**src/rtl/nav_pkg.sv**
```systemverilog
// Shared types and step-size helper for the maze navigation sequencer.
package nav_pkg;

    typedef enum logic [2:0] {
        IDLE     = 3'd0,
        HEADING  = 3'd1,
        ACCEL    = 3'd2,
        CRUISE   = 3'd3,
        STOP     = 3'd4,
        FASTSTOP = 3'd5
    } state_t;

    typedef enum logic [1:0] {
        CAUSE_HDNG_OK = 2'd0,
        CAUSE_OPENING = 2'd1,
        CAUSE_BLOCKED = 2'd2,
        CAUSE_ABORT   = 2'd3
    } cause_t;

    // Large step shortens simulated ramps; small step is the real-robot rate.
    function automatic logic [5:0] acc_inc_sel(input bit fast_sim);
        return fast_sim ? 6'h18 : 6'h02;
    endfunction

endpackage

```
**src/rtl/nav_edge_det.sv**
```systemverilog
// Rising-edge detector; history resets high so a level present at reset is not a rise.
module nav_edge_det (
    input  logic clk,
    input  logic rst,
    input  logic sig,
    output logic rise
);

    logic prev_reg;

    always_ff @(posedge clk) begin
        if (rst) prev_reg <= 1'b1;
        else     prev_reg <= sig;
    end

    assign rise = sig & ~prev_reg;

endmodule

```
**src/rtl/nav_ramp_ctrl.sv**
```systemverilog
// Navigation sequencer: heading changes and forward moves with ramped speed,
// skip-N-openings stops, abort, heading timeout and a registered stop-cause report.
module nav_ramp_ctrl
    import nav_pkg::*;
#(
    parameter int               FAST_SIM   = 1,
    parameter int               SPD_W      = 11,
    parameter logic [SPD_W-1:0] MAX_SPD    = 'h2A0,
    parameter logic [SPD_W-1:0] MIN_SPD    = 'h0D0,
    parameter int               NRM_DEC_SH = 1,
    parameter int               FST_DEC_SH = 3,
    parameter int               CNT_W      = 3,
    parameter int               TMO_W      = 12,
    parameter int               HDNG_TMO   = 2000
) (
    input  logic             clk,
    input  logic             rst,
    input  logic             strt_hdng,
    input  logic             strt_mv,
    input  logic             stp_lft,
    input  logic             stp_rght,
    input  logic [CNT_W-1:0] skip_cnt,
    input  logic             abort,
    input  logic             hdng_rdy,
    input  logic             at_hdng,
    input  logic             lft_opn,
    input  logic             rght_opn,
    input  logic             frwrd_opn,
    output logic [SPD_W-1:0] frwrd_spd,
    output logic             moving,
    output logic             en_fusion,
    output logic             mv_cmplt,
    output logic             hdng_tmout,
    output logic [1:0]       stop_cause
);

    localparam logic [SPD_W-1:0] ACC_STEP = SPD_W'(acc_inc_sel(FAST_SIM != 0));
    localparam logic [SPD_W-1:0] NRM_STEP = ACC_STEP << NRM_DEC_SH;
    localparam logic [SPD_W-1:0] FST_STEP = ACC_STEP << FST_DEC_SH;
    localparam logic [TMO_W-1:0] TMO_LAST = TMO_W'(HDNG_TMO - 1);

    state_t             state_reg, state_next;
    logic [SPD_W-1:0]   spd_reg, spd_next;
    logic [CNT_W-1:0]   skip_reg, skip_next;
    logic [TMO_W-1:0]   tmo_reg, tmo_next;
    cause_t             cause_reg, cause_next;
    logic               mv_cmplt_reg, mv_cmplt_next;
    logic               tmout_reg, tmout_next;

    logic [1:0] opn_vec, rise_vec;
    logic       qual_rise;
    logic [SPD_W:0]   acc_sum;
    logic [SPD_W-1:0] acc_sat, dec_nrm, dec_fst;

    assign opn_vec = {rght_opn, lft_opn};

    generate
        for (genvar gi = 0; gi < 2; gi++) begin : g_edge
            nav_edge_det u_edge (
                .clk  (clk),
                .rst  (rst),
                .sig  (opn_vec[gi]),
                .rise (rise_vec[gi])
            );
        end
    endgenerate

    assign qual_rise = (stp_lft & rise_vec[0]) | (stp_rght & rise_vec[1]);

    // Widened add so saturation is detected before any wrap.
    assign acc_sum = {1'b0, spd_reg} + {1'b0, ACC_STEP};
    assign acc_sat = (acc_sum >= {1'b0, MAX_SPD}) ? MAX_SPD : acc_sum[SPD_W-1:0];
    assign dec_nrm = (spd_reg > NRM_STEP) ? spd_reg - NRM_STEP : '0;
    assign dec_fst = (spd_reg > FST_STEP) ? spd_reg - FST_STEP : '0;

    always_comb begin
        state_next    = state_reg;
        spd_next      = spd_reg;
        skip_next     = skip_reg;
        tmo_next      = tmo_reg;
        cause_next    = cause_reg;
        mv_cmplt_next = 1'b0;
        tmout_next    = 1'b0;
        case (state_reg)
            IDLE: begin
                if (strt_mv) begin
                    state_next = ACCEL;
                    spd_next   = MIN_SPD;
                    skip_next  = skip_cnt;
                    cause_next = CAUSE_HDNG_OK;
                end else if (strt_hdng) begin
                    state_next = HEADING;
                    tmo_next   = '0;
                end
            end
            HEADING: begin
                if (abort) begin
                    state_next    = IDLE;
                    cause_next    = CAUSE_ABORT;
                    mv_cmplt_next = 1'b1;
                end else if (at_hdng) begin
                    state_next    = IDLE;
                    cause_next    = CAUSE_HDNG_OK;
                    mv_cmplt_next = 1'b1;
                end else if (hdng_rdy) begin
                    if (tmo_reg == TMO_LAST) begin
                        state_next    = IDLE;
                        cause_next    = CAUSE_ABORT;
                        mv_cmplt_next = 1'b1;
                        tmout_next    = 1'b1;
                    end else begin
                        tmo_next = tmo_reg + 1'b1;
                    end
                end
            end
            ACCEL, CRUISE: begin
                // An exit cycle holds speed; deceleration starts on the next hdng_rdy.
                if (abort) begin
                    state_next = FASTSTOP;
                    cause_next = CAUSE_ABORT;
                end else if (!frwrd_opn) begin
                    state_next = FASTSTOP;
                    cause_next = CAUSE_BLOCKED;
                end else if (qual_rise && skip_reg == '0) begin
                    state_next = STOP;
                    cause_next = CAUSE_OPENING;
                end else begin
                    if (qual_rise) skip_next = skip_reg - 1'b1;
                    if (hdng_rdy)  spd_next  = acc_sat;
                    if (spd_reg == MAX_SPD) state_next = CRUISE;
                end
            end
            STOP: begin
                if (spd_reg == '0) begin
                    state_next    = IDLE;
                    mv_cmplt_next = 1'b1;
                end else if (abort) begin
                    state_next = FASTSTOP;
                end else if (hdng_rdy) begin
                    spd_next = dec_nrm;
                end
            end
            FASTSTOP: begin
                if (spd_reg == '0) begin
                    state_next    = IDLE;
                    mv_cmplt_next = 1'b1;
                end else if (hdng_rdy) begin
                    spd_next = dec_fst;
                end
            end
            default: state_next = FASTSTOP;
        endcase
    end

    always_ff @(posedge clk) begin
        if (rst) begin
            state_reg    <= IDLE;
            spd_reg      <= '0;
            skip_reg     <= '0;
            tmo_reg      <= '0;
            cause_reg    <= CAUSE_HDNG_OK;
            mv_cmplt_reg <= 1'b0;
            tmout_reg    <= 1'b0;
        end else begin
            state_reg    <= state_next;
            spd_reg      <= spd_next;
            skip_reg     <= skip_next;
            tmo_reg      <= tmo_next;
            cause_reg    <= cause_next;
            mv_cmplt_reg <= mv_cmplt_next;
            tmout_reg    <= tmout_next;
        end
    end

    assign frwrd_spd  = spd_reg;
    assign en_fusion  = spd_reg > (MAX_SPD >> 1);
    assign mv_cmplt   = mv_cmplt_reg;
    assign hdng_tmout = tmout_reg;
    assign stop_cause = cause_reg;
    assign moving     = (state_reg == HEADING) || (state_reg == ACCEL) || (state_reg == CRUISE) ||
                        (((state_reg == STOP) || (state_reg == FASTSTOP)) && spd_reg != '0);

endmodule
```
**config.mk**
```make
export PLATFORM = sky130hd
export DESIGN_NAME = nav_ramp_ctrl
export DESIGN_NICKNAME = d
export VERILOG_FILES = /design/src/rtl/nav_pkg.sv /design/src/rtl/nav_edge_det.sv /design/src/rtl/nav_ramp_ctrl.sv
export SDC_FILE = /design/constraint.sdc
export NUM_CORES = 1
export LEC_CHECK = 0
export CORE_ASPECT_RATIO = 1.5
export CORE_UTILIZATION = 34
export DETAILED_ROUTE_END_ITERATION = 7
export HOLD_SLACK_MARGIN = 0.15
export PLACE_DENSITY_LB_ADDON = 0.1
export SLEW_MARGIN = 40
export SYNTH_ARGS = -nofsm -noshare
export SYNTH_HDL_FRONTEND = slang
export SYNTH_SLANG_ARGS = --single-unit
```
**constraint.sdc**
```tcl
create_clock -name clk -period 2.9 [get_ports clk]
set_input_delay 0.29 -clock clk [delete_from_list [all_inputs] [get_ports clk]]
set_output_delay 0.29 -clock clk [all_outputs]
set_load 0.01 [all_outputs]
```
==> summary.md, run 1 <==
| Metric | Value |
|---|---|
| Outcome | `completed` |
| Largest net degree at the start of global routing | `17` |
| Slew headroom | `55.6%` |
| Hold Path Sink | `stop_cause[0]$_SDFFE_PP0P_` |
| Commonest cells after routing, fill and taps aside | `dfxtp_1, nor2_1, clkdlybuf4s50_1, nand2_1, a21oi_1` |
| Post-CTS setup buffers | `0` |
| H-tree Lvls | `2` |
| Worst-path cell chain | `inv_1 -> ha_1 -> nand3_1 -> nand2_1 -> o21ai_0 -> clkdlybuf4s50_1` |
| Final hold violations | `0` |
| Worst-path fanout max | `13` |
| Placement Cell Area | `0.00279 mm²` |
| Pwr dens | `798 mW/mm²` |
| ANT cells | `0` |
| DR WL/cell | `approximately 16 µm` |
| Tightest Pin Transition | `0.664 ns` |
| HP Start | `stop_cause[0]$_SDFFE_PP0P_` |
| Hold_buf cts | `0` |
| Leak Pwr | `1.10 nW` |
| Drt pass-1 iters | `5` |
| Top FF cell, synth | `dfxtp_1` |
| Crit path launch type | `register` |
| Worst skew pair latency | `0.29 ns` |
| Num rows | `37` |
| Number of synthesized flops with an enable pin | `0` |
| Max stage delay on crit path | `roughly 0.61 ns` |
| Commonest non-fill, non-tap cell in the layout | `dfxtp_1` |
| Number of global-route vias before repair | `around 2200` |
| Max VDD drop | `around 470 µV` |
| R2r endpoint | `skip_reg[0]$_SDFFE_PP0P_` |
| WP buf/inv | `2` |
| Die area | `0.00742 mm²` |
| WL final | `roughly 6700 µm` |
| Ratio of cells with drive above 1 in the final layout | `between 7 and 8%` |
| DRT antenna net count | `0` |
| Seq cells post-synth | `32` |
| Design area | `between 0.002 and 0.003 mm²` |
| Grt total ovfl | `0` |
| RSZ-0062 raised after global routing | `no` |
| Nets | `373` |
| FFs w/ async S/R, synth | `0%` |
| CP max stage cell | `dfxtp_1` |
| R2r startpoint | `state_reg[1]$_SDFFE_PP0P_` |
| CTS Buf Count | `5` |
| FMAX | `385 MHz` |
| DRC viols | `0` |
| Critical path class | `reg2out` |
| DIE HEIGHT | `approximately 110 µm` |
| Fin crit share | `89.5%` |
| # clock sinks | `32` |
| Synthesized area per cell | `7.71 µm²` |
| Cell area after synthesis | `0.00241 mm²` |
| Clock tree buffer depth | `2` |
| Global-route wire length before repair | `11100 µm` |
| CTS tree | `built` |
| CTS root buf | `clkbuf_8` |
| Via Count | `~2400` |
| Clock slew at reported path FFs | `0.07 ns` |
| P&R area growth vs syn | `20.2%` |
| Iter 0 DRT Violations | `193` |
| Total GRT Usage | `18.8%` |
| GPL Wtd Cong | `0.898` |
| I/O pins | `32` |
| Clock Skews | `a little under 0.008 ns` |
| Max_cap viols | `0` |
| Core ar. | `0.00685 mm²` |
| Total negative slack | `0 ns` |
| PostCTS Resize Cnt | `0` |
| Port bufs | `28` |
| Final core occ | `42.2%` |
| Final setup viols | `0` |
| Yosys cell types | `just under 60` |
| Element type at the critical path end | `output pin` |
| CP delay by family, top | `buffers and inverters` |
| Shortest period the worst path allows | `2.60 ns` |
| Synth Instances | `between 300 and 400` |
| Worst Hold Class | `reg2reg` |
| Die X | `70.7 µm` |
| R2R cell count | `7` |
| Crit path DAT | `2.31 ns` |
| Max-slew violations | `0` |
| Hold Crit Depth | `2` |
| Initial Utilization | `35.1%` |
| Max reg flops | `12` |
| Seq/Total Area, Yosys | `26.6%` |
| Initial antenna violation count | `0` |
| R2R Setup Slk | `0.40 ns` |
| Critical Path RT | `roughly 2.6 ns` |
| Post-DP HPWL | `about 5100 µm` |
| Via density | `5.60` |
| Hold WS | `0.455 ns` |
| Syn. warnings | `0` |
## final cells by class
| cell class | count | area, µm² |
|---|---|---|
| Fill cell | 726 | 3960 |
| Multi-Input combinational cell | 242 | 1600 |
| Sequential cell | 32 | 641 |
| Timing Repair Buffer | 40 | 370 |
| Tap cell | 78 | 97.6 |
| Inverter | 21 | 78.8 |
| Clock buffer | 6 | 72.6 |
| Clock inverter | 2 | 35.0 |
## metrics by stage
| stage | setup WS (ns) | total power (W) | cells |
|---|---|---|---|
| floorplan | 0.538 | 0.00148 | 314 |
| detailed placement | 0.416 | 0.00188 | 413 |
| global route | 0.105 | 0.00251 | 421 |
| finish | 0.304 | 0.00231 | 421 |
| CTS | 0.305 | 0.00232 | 421 |
| global placement | 0.455 | 0.00190 | 413 |
## worst min-delay path, delay by kind of cell (launching register included)
family	cells	cell delay (ns)
AND/OR/NAND/NOR	1	0.05
flip-flops	1	0.31
AO/OA/AOI/OAI	1	0.05
## cells in the mapped netlist, types with 4 or more instances
master / instances / share of area (%)
a211oi_1: 6 / 1.9
a21oi_1: 23 / 4.8
and3_1: 4 / 1.0
buf_2: 5 / 1.0
buf_4: 5 / 1.6
clkbuf_1: 9 / 1.4
dfxtp_1: 32 / 27
ha_1: 16 / 8.3
inv_1: 20 / 3.1
nand2_1: 24 / 3.7
nand2b_1: 6 / 1.6
nand3_1: 10 / 2.1
nand4_1: 11 / 2.9
nor2_1: 28 / 4.4
nor2b_1: 5 / 1.3
nor3_1: 9 / 1.9
nor3b_1: 4 / 1.2
o211ai_1: 4 / 1.2
o21ai_0: 14 / 2.9
xnor2_1: 8 / 2.9
xor2_1: 11 / 4.0
## worst max-delay path by stage
stage / startpoint / endpoint / slack, ns / cells after the start
2_1_floorplan: frwrd_spd[6]$_SDFFE_PP0P_ / frwrd_spd[7]$_SDFFE_PP0P_ / 0.54 / 9
3_3_place_gp: state_reg[1]$_SDFFE_PP0P_ / skip_reg[0]$_SDFFE_PP0P_ / 0.46 / 7
3_5_place_dp: state_reg[1]$_SDFFE_PP0P_ / skip_reg[0]$_SDFFE_PP0P_ / 0.42 / 7
4_1_cts: frwrd_spd[6]$_SDFFE_PP0P_ / moving / 0.30 / 6
5_1_grt: frwrd_spd[6]$_SDFFE_PP0P_ / moving / 0.11 / 6
6_report: frwrd_spd[6]$_SDFFE_PP0P_ / moving / 0.30 / 6
## report_power, final
group | switching [W] | total [W] | internal [W]
sequential | 0.000105 | 0.000618 | 0.000513
clock | 0.000169 | 0.000424 | 0.000255
combinational | 0.000713 | 0.00127 | 0.000554
total | 0.000987 | 0.00231 | 0.00132
## logic make-up (layout without fill, tap and decap cells)
kind of cell    count (synthesis)  in the layout  share of synthesized area [%]
compound gates                 76             76                           21.0
flops                          32             32                           26.6
buf+inv                        40             69                           7.28
mux                             4              4                           1.72
other cells                     1              3                          0.156
fa+ha+maj                      16             16                           8.32
xor+xnor                       19             19                           6.92
simple gates                  124            124                           28.0
## per-layer routing
layer  GRT usage [%]  vias up  routed length [µm]
met5               0        -                   0
met4            8.86        0                 233
met3            2.12       21                 275
met2            33.7       85                3390
met1            21.9     1079                2800
li1                -     1173                   -
(Power assumes the default switching activity.)
==> run 2: changes to the inputs <==
- CORE_MARGIN: default -> 2
- GPL_ROUTABILITY_DRIVEN: default -> 1
==> summary.md, run 2 (synthesized netlist as in run 1, its figures left out) <==
| Metric | Value |
|---|---|
| Outcome | `completed` |
| Tightest Pin Transition | `0.626 ns (-0.0378 ns)` |
| Clock share of power | `18.7% (+0.3 points)` |
| CP endpoint | `moving` |
| Critical path class | `reg2out` |
| Max-slew violations | `0 (unchanged)` |
| Die X | `72.7 µm (+2.8%)` |
| ANT cells | `0 (unchanged)` |
| Initial Utilization | `35.1% (unchanged)` |
| Max VDD drop | `508 µV (+9.2%)` |
| Via density | `5.67 (+1.2%)` |
| Initial antenna violation count | `0 (unchanged)` |
| R2r startpoint | `frwrd_spd[4]$_SDFFE_PP0P_` |
| Design area | `0.00289 mm² (unchanged)` |
| Leak Pwr | `1.10 nW (unchanged)` |
| Port bufs | `28 (unchanged)` |
| CTS Buf Count | `5 (unchanged)` |
| Sw Ratio | `42.8% (+0.086 points)` |
| Pwr dens | `798 mW/mm² (about the same)` |
| Placement Cell Area | `0.00279 mm² (unchanged)` |
| Via Count | `2387 (+1.2%)` |
| Max reg flops | `12 (unchanged)` |
| Crit path launch type | `register` |
| Iter 0 DRT Violations | `174 (-9.8%)` |
| Post-DP HPWL | `5240 µm (+1.8%)` |
| Element type at the critical path end | `output pin` |
| PostCTS Resize Cnt | `0 (unchanged)` |
| Internal | `0.00132 W (about the same)` |
| Total power | `0.00231 W (about the same)` |
| Fin crit share | `86.0% (-3.5 points)` |
| Max_cap viols | `0 (unchanged)` |
| DRT antenna net count | `0 (unchanged)` |
| Final cell count without fillers | `421 (unchanged)` |
| FMAX | `401 MHz (+4.1%)` |
| CTS tree | `built` |
| Worst Setup SP | `frwrd_spd[7]$_SDFFE_PP0P_` |
| P&R area growth vs syn | `20.2% (unchanged)` |
| Number of global-route vias before repair | `2336 (+4.1%)` |
| Global-route wire length before repair | `11200 µm (+0.49%)` |
| WL final | `6770 µm (+1.0%)` |
| Worst-path fanout max | `9 (-4)` |
| Total negative slack | `0 ns (unchanged)` |
| Sw Pwr | `0.000990 W (+0.26%)` |
| R2R Setup Slk | `0.46 ns (+0.06 ns)` |
| Clock tree buffer depth | `2 (unchanged)` |
| R2r endpoint | `frwrd_spd[4]$_SDFFE_PP0P_` |
| Clock Skews | `0.00750 ns (-0.000335 ns)` |
| Placed Cells | `413 (unchanged)` |
| Commonest cells after routing, fill and taps aside | `dfxtp_1, nor2_1, clkdlybuf4s50_1, nand2_1, a21oi_1` |
| CTS root buf | `clkbuf_8` |
| Largest net degree at the start of global routing | `17 (unchanged)` |
| Hold_buf cts | `0 (unchanged)` |
| Drt pass-1 iters | `4 (-1)` |
| Reg area | `641 µm² (unchanged)` |
| I/O pins | `32 (unchanged)` |
| Total GRT Usage | `18.2% (-0.61 points)` |
| Sequential Power Share | `26.5% (-0.3 points)` |
| DRC viols | `0 (unchanged)` |
| Die area | `0.00778 mm² (+4.8%)` |
| Commonest non-fill, non-tap cell in the layout | `dfxtp_1` |
| GPL Wtd Cong | `0.908 (+1.2%)` |
| DR WL/cell | `16.1 µm (+1.0%)` |
| Nets | `373 (unchanged)` |
| # clock sinks | `32 (unchanged)` |
| Core ar. | `0.00685 mm² (unchanged)` |
| Shortest period the worst path allows | `2.49 ns (-0.102 ns)` |
| Fillers | `722 (-0.55%)` |
| Comb pwr share | `54.8% (about the same)` |
| Num rows | `37 (unchanged)` |
| Worst Hold Class | `reg2reg` |
| Multi-input gate area | `0.00160 mm² (unchanged)` |
| H-tree Lvls | `2 (unchanged)` |
| Critical Path RT | `2.61 ns (about the same)` |
| Worst skew pair latency | `0.29 ns (about the same)` |
| Final hold violations | `0 (unchanged)` |
| R2R cell count | `8 (+1)` |
| Final setup viols | `0 (unchanged)` |
| Ratio of cells with drive above 1 in the final layout | `7.87% (unchanged)` |
| RSZ-0062 raised after global routing | `no` |
| Clock slew at reported path FFs | `0.07 ns (about the same)` |
| Grt total ovfl | `0 (unchanged)` |
| Crit path DAT | `2.20 ns (-0.11 ns)` |
| DIE HEIGHT | `107 µm (+1.9%)` |
| Post-CTS setup buffers | `0 (unchanged)` |
| Slew headroom | `58.1% (+2.5 points)` |
## run 2: cell counts in the layout (fill, tap and decap cells not counted)
No cell type changed its count.
## run 2: stage by stage
stage | util [%] | hold slack (ns) | worst slack [ns]
final | 42.2 | 0.451 | 0.406
after global routing | 42.2 | 0.480 | 0.256
after CTS | 42.2 | 0.456 | 0.398
after detailed placement | 40.7 | 0.449 | 0.468
after global placement | 40.7 | 0.444 | 0.512
after floorplan | - | 0.397 | 0.538
## run 2: worst min-delay path by stage
stage / depth (start not counted) / from / to / slack, ns
final: 2 / stop_cause[0]$_SDFFE_PP0P_ / stop_cause[0]$_SDFFE_PP0P_ / 0.45
after global routing: 2 / stop_cause[0]$_SDFFE_PP0P_ / stop_cause[0]$_SDFFE_PP0P_ / 0.48
after CTS: 2 / stop_cause[0]$_SDFFE_PP0P_ / stop_cause[0]$_SDFFE_PP0P_ / 0.46
after detailed placement: 2 / stop_cause[0]$_SDFFE_PP0P_ / stop_cause[0]$_SDFFE_PP0P_ / 0.45
after global placement: 2 / stop_cause[0]$_SDFFE_PP0P_ / stop_cause[0]$_SDFFE_PP0P_ / 0.44
after floorplan: 1 / lft_opn / g_edge[0].u_edge.prev_reg$_SDFF_PP1_ / 0.40
## run 2: area by class of cell
cell class,count,area share (%)
Timing Repair Buffer,40,12.8
Clock buffer,6,2.51
Sequential cell,32,22.1
Tap cell,78,3.37
Multi-Input combinational cell,242,55.2
Clock inverter,2,1.21
Inverter,21,2.72
## run 2: power by group through the flow
stage	logic (W)	clock network, W	registers [W]
finish	0.00127	0.000431	0.000612
global route	0.00141	0.000457	0.000629
CTS	0.00127	0.000442	0.000613
detailed placement	0.00126	0	0.000622
global placement	0.00127	0	0.000620
floorplan	0.000897	0	0.000585
## run 2: worst max-delay path, cell delays in order, from the launching register on
cell	delay (ns)
dfxtp_1	0.51
inv_1	0.18
ha_1	0.28
nand3_1	0.16
nand2_1	0.07
o21ai_0	0.12
clkdlybuf4s50_1	0.60
## run 2: layer usage
metal / GRT usage (%) / vias to the layer above / part of all wire, %
li1: - / 1177 / -
met1: 21.6 / 1118 / 42
met2: 30.8 / 71 / 51
met3: 1.79 / 21 / 3.3
met4: 11.0 / 0 / 3.9
met5: 0 / - / 0
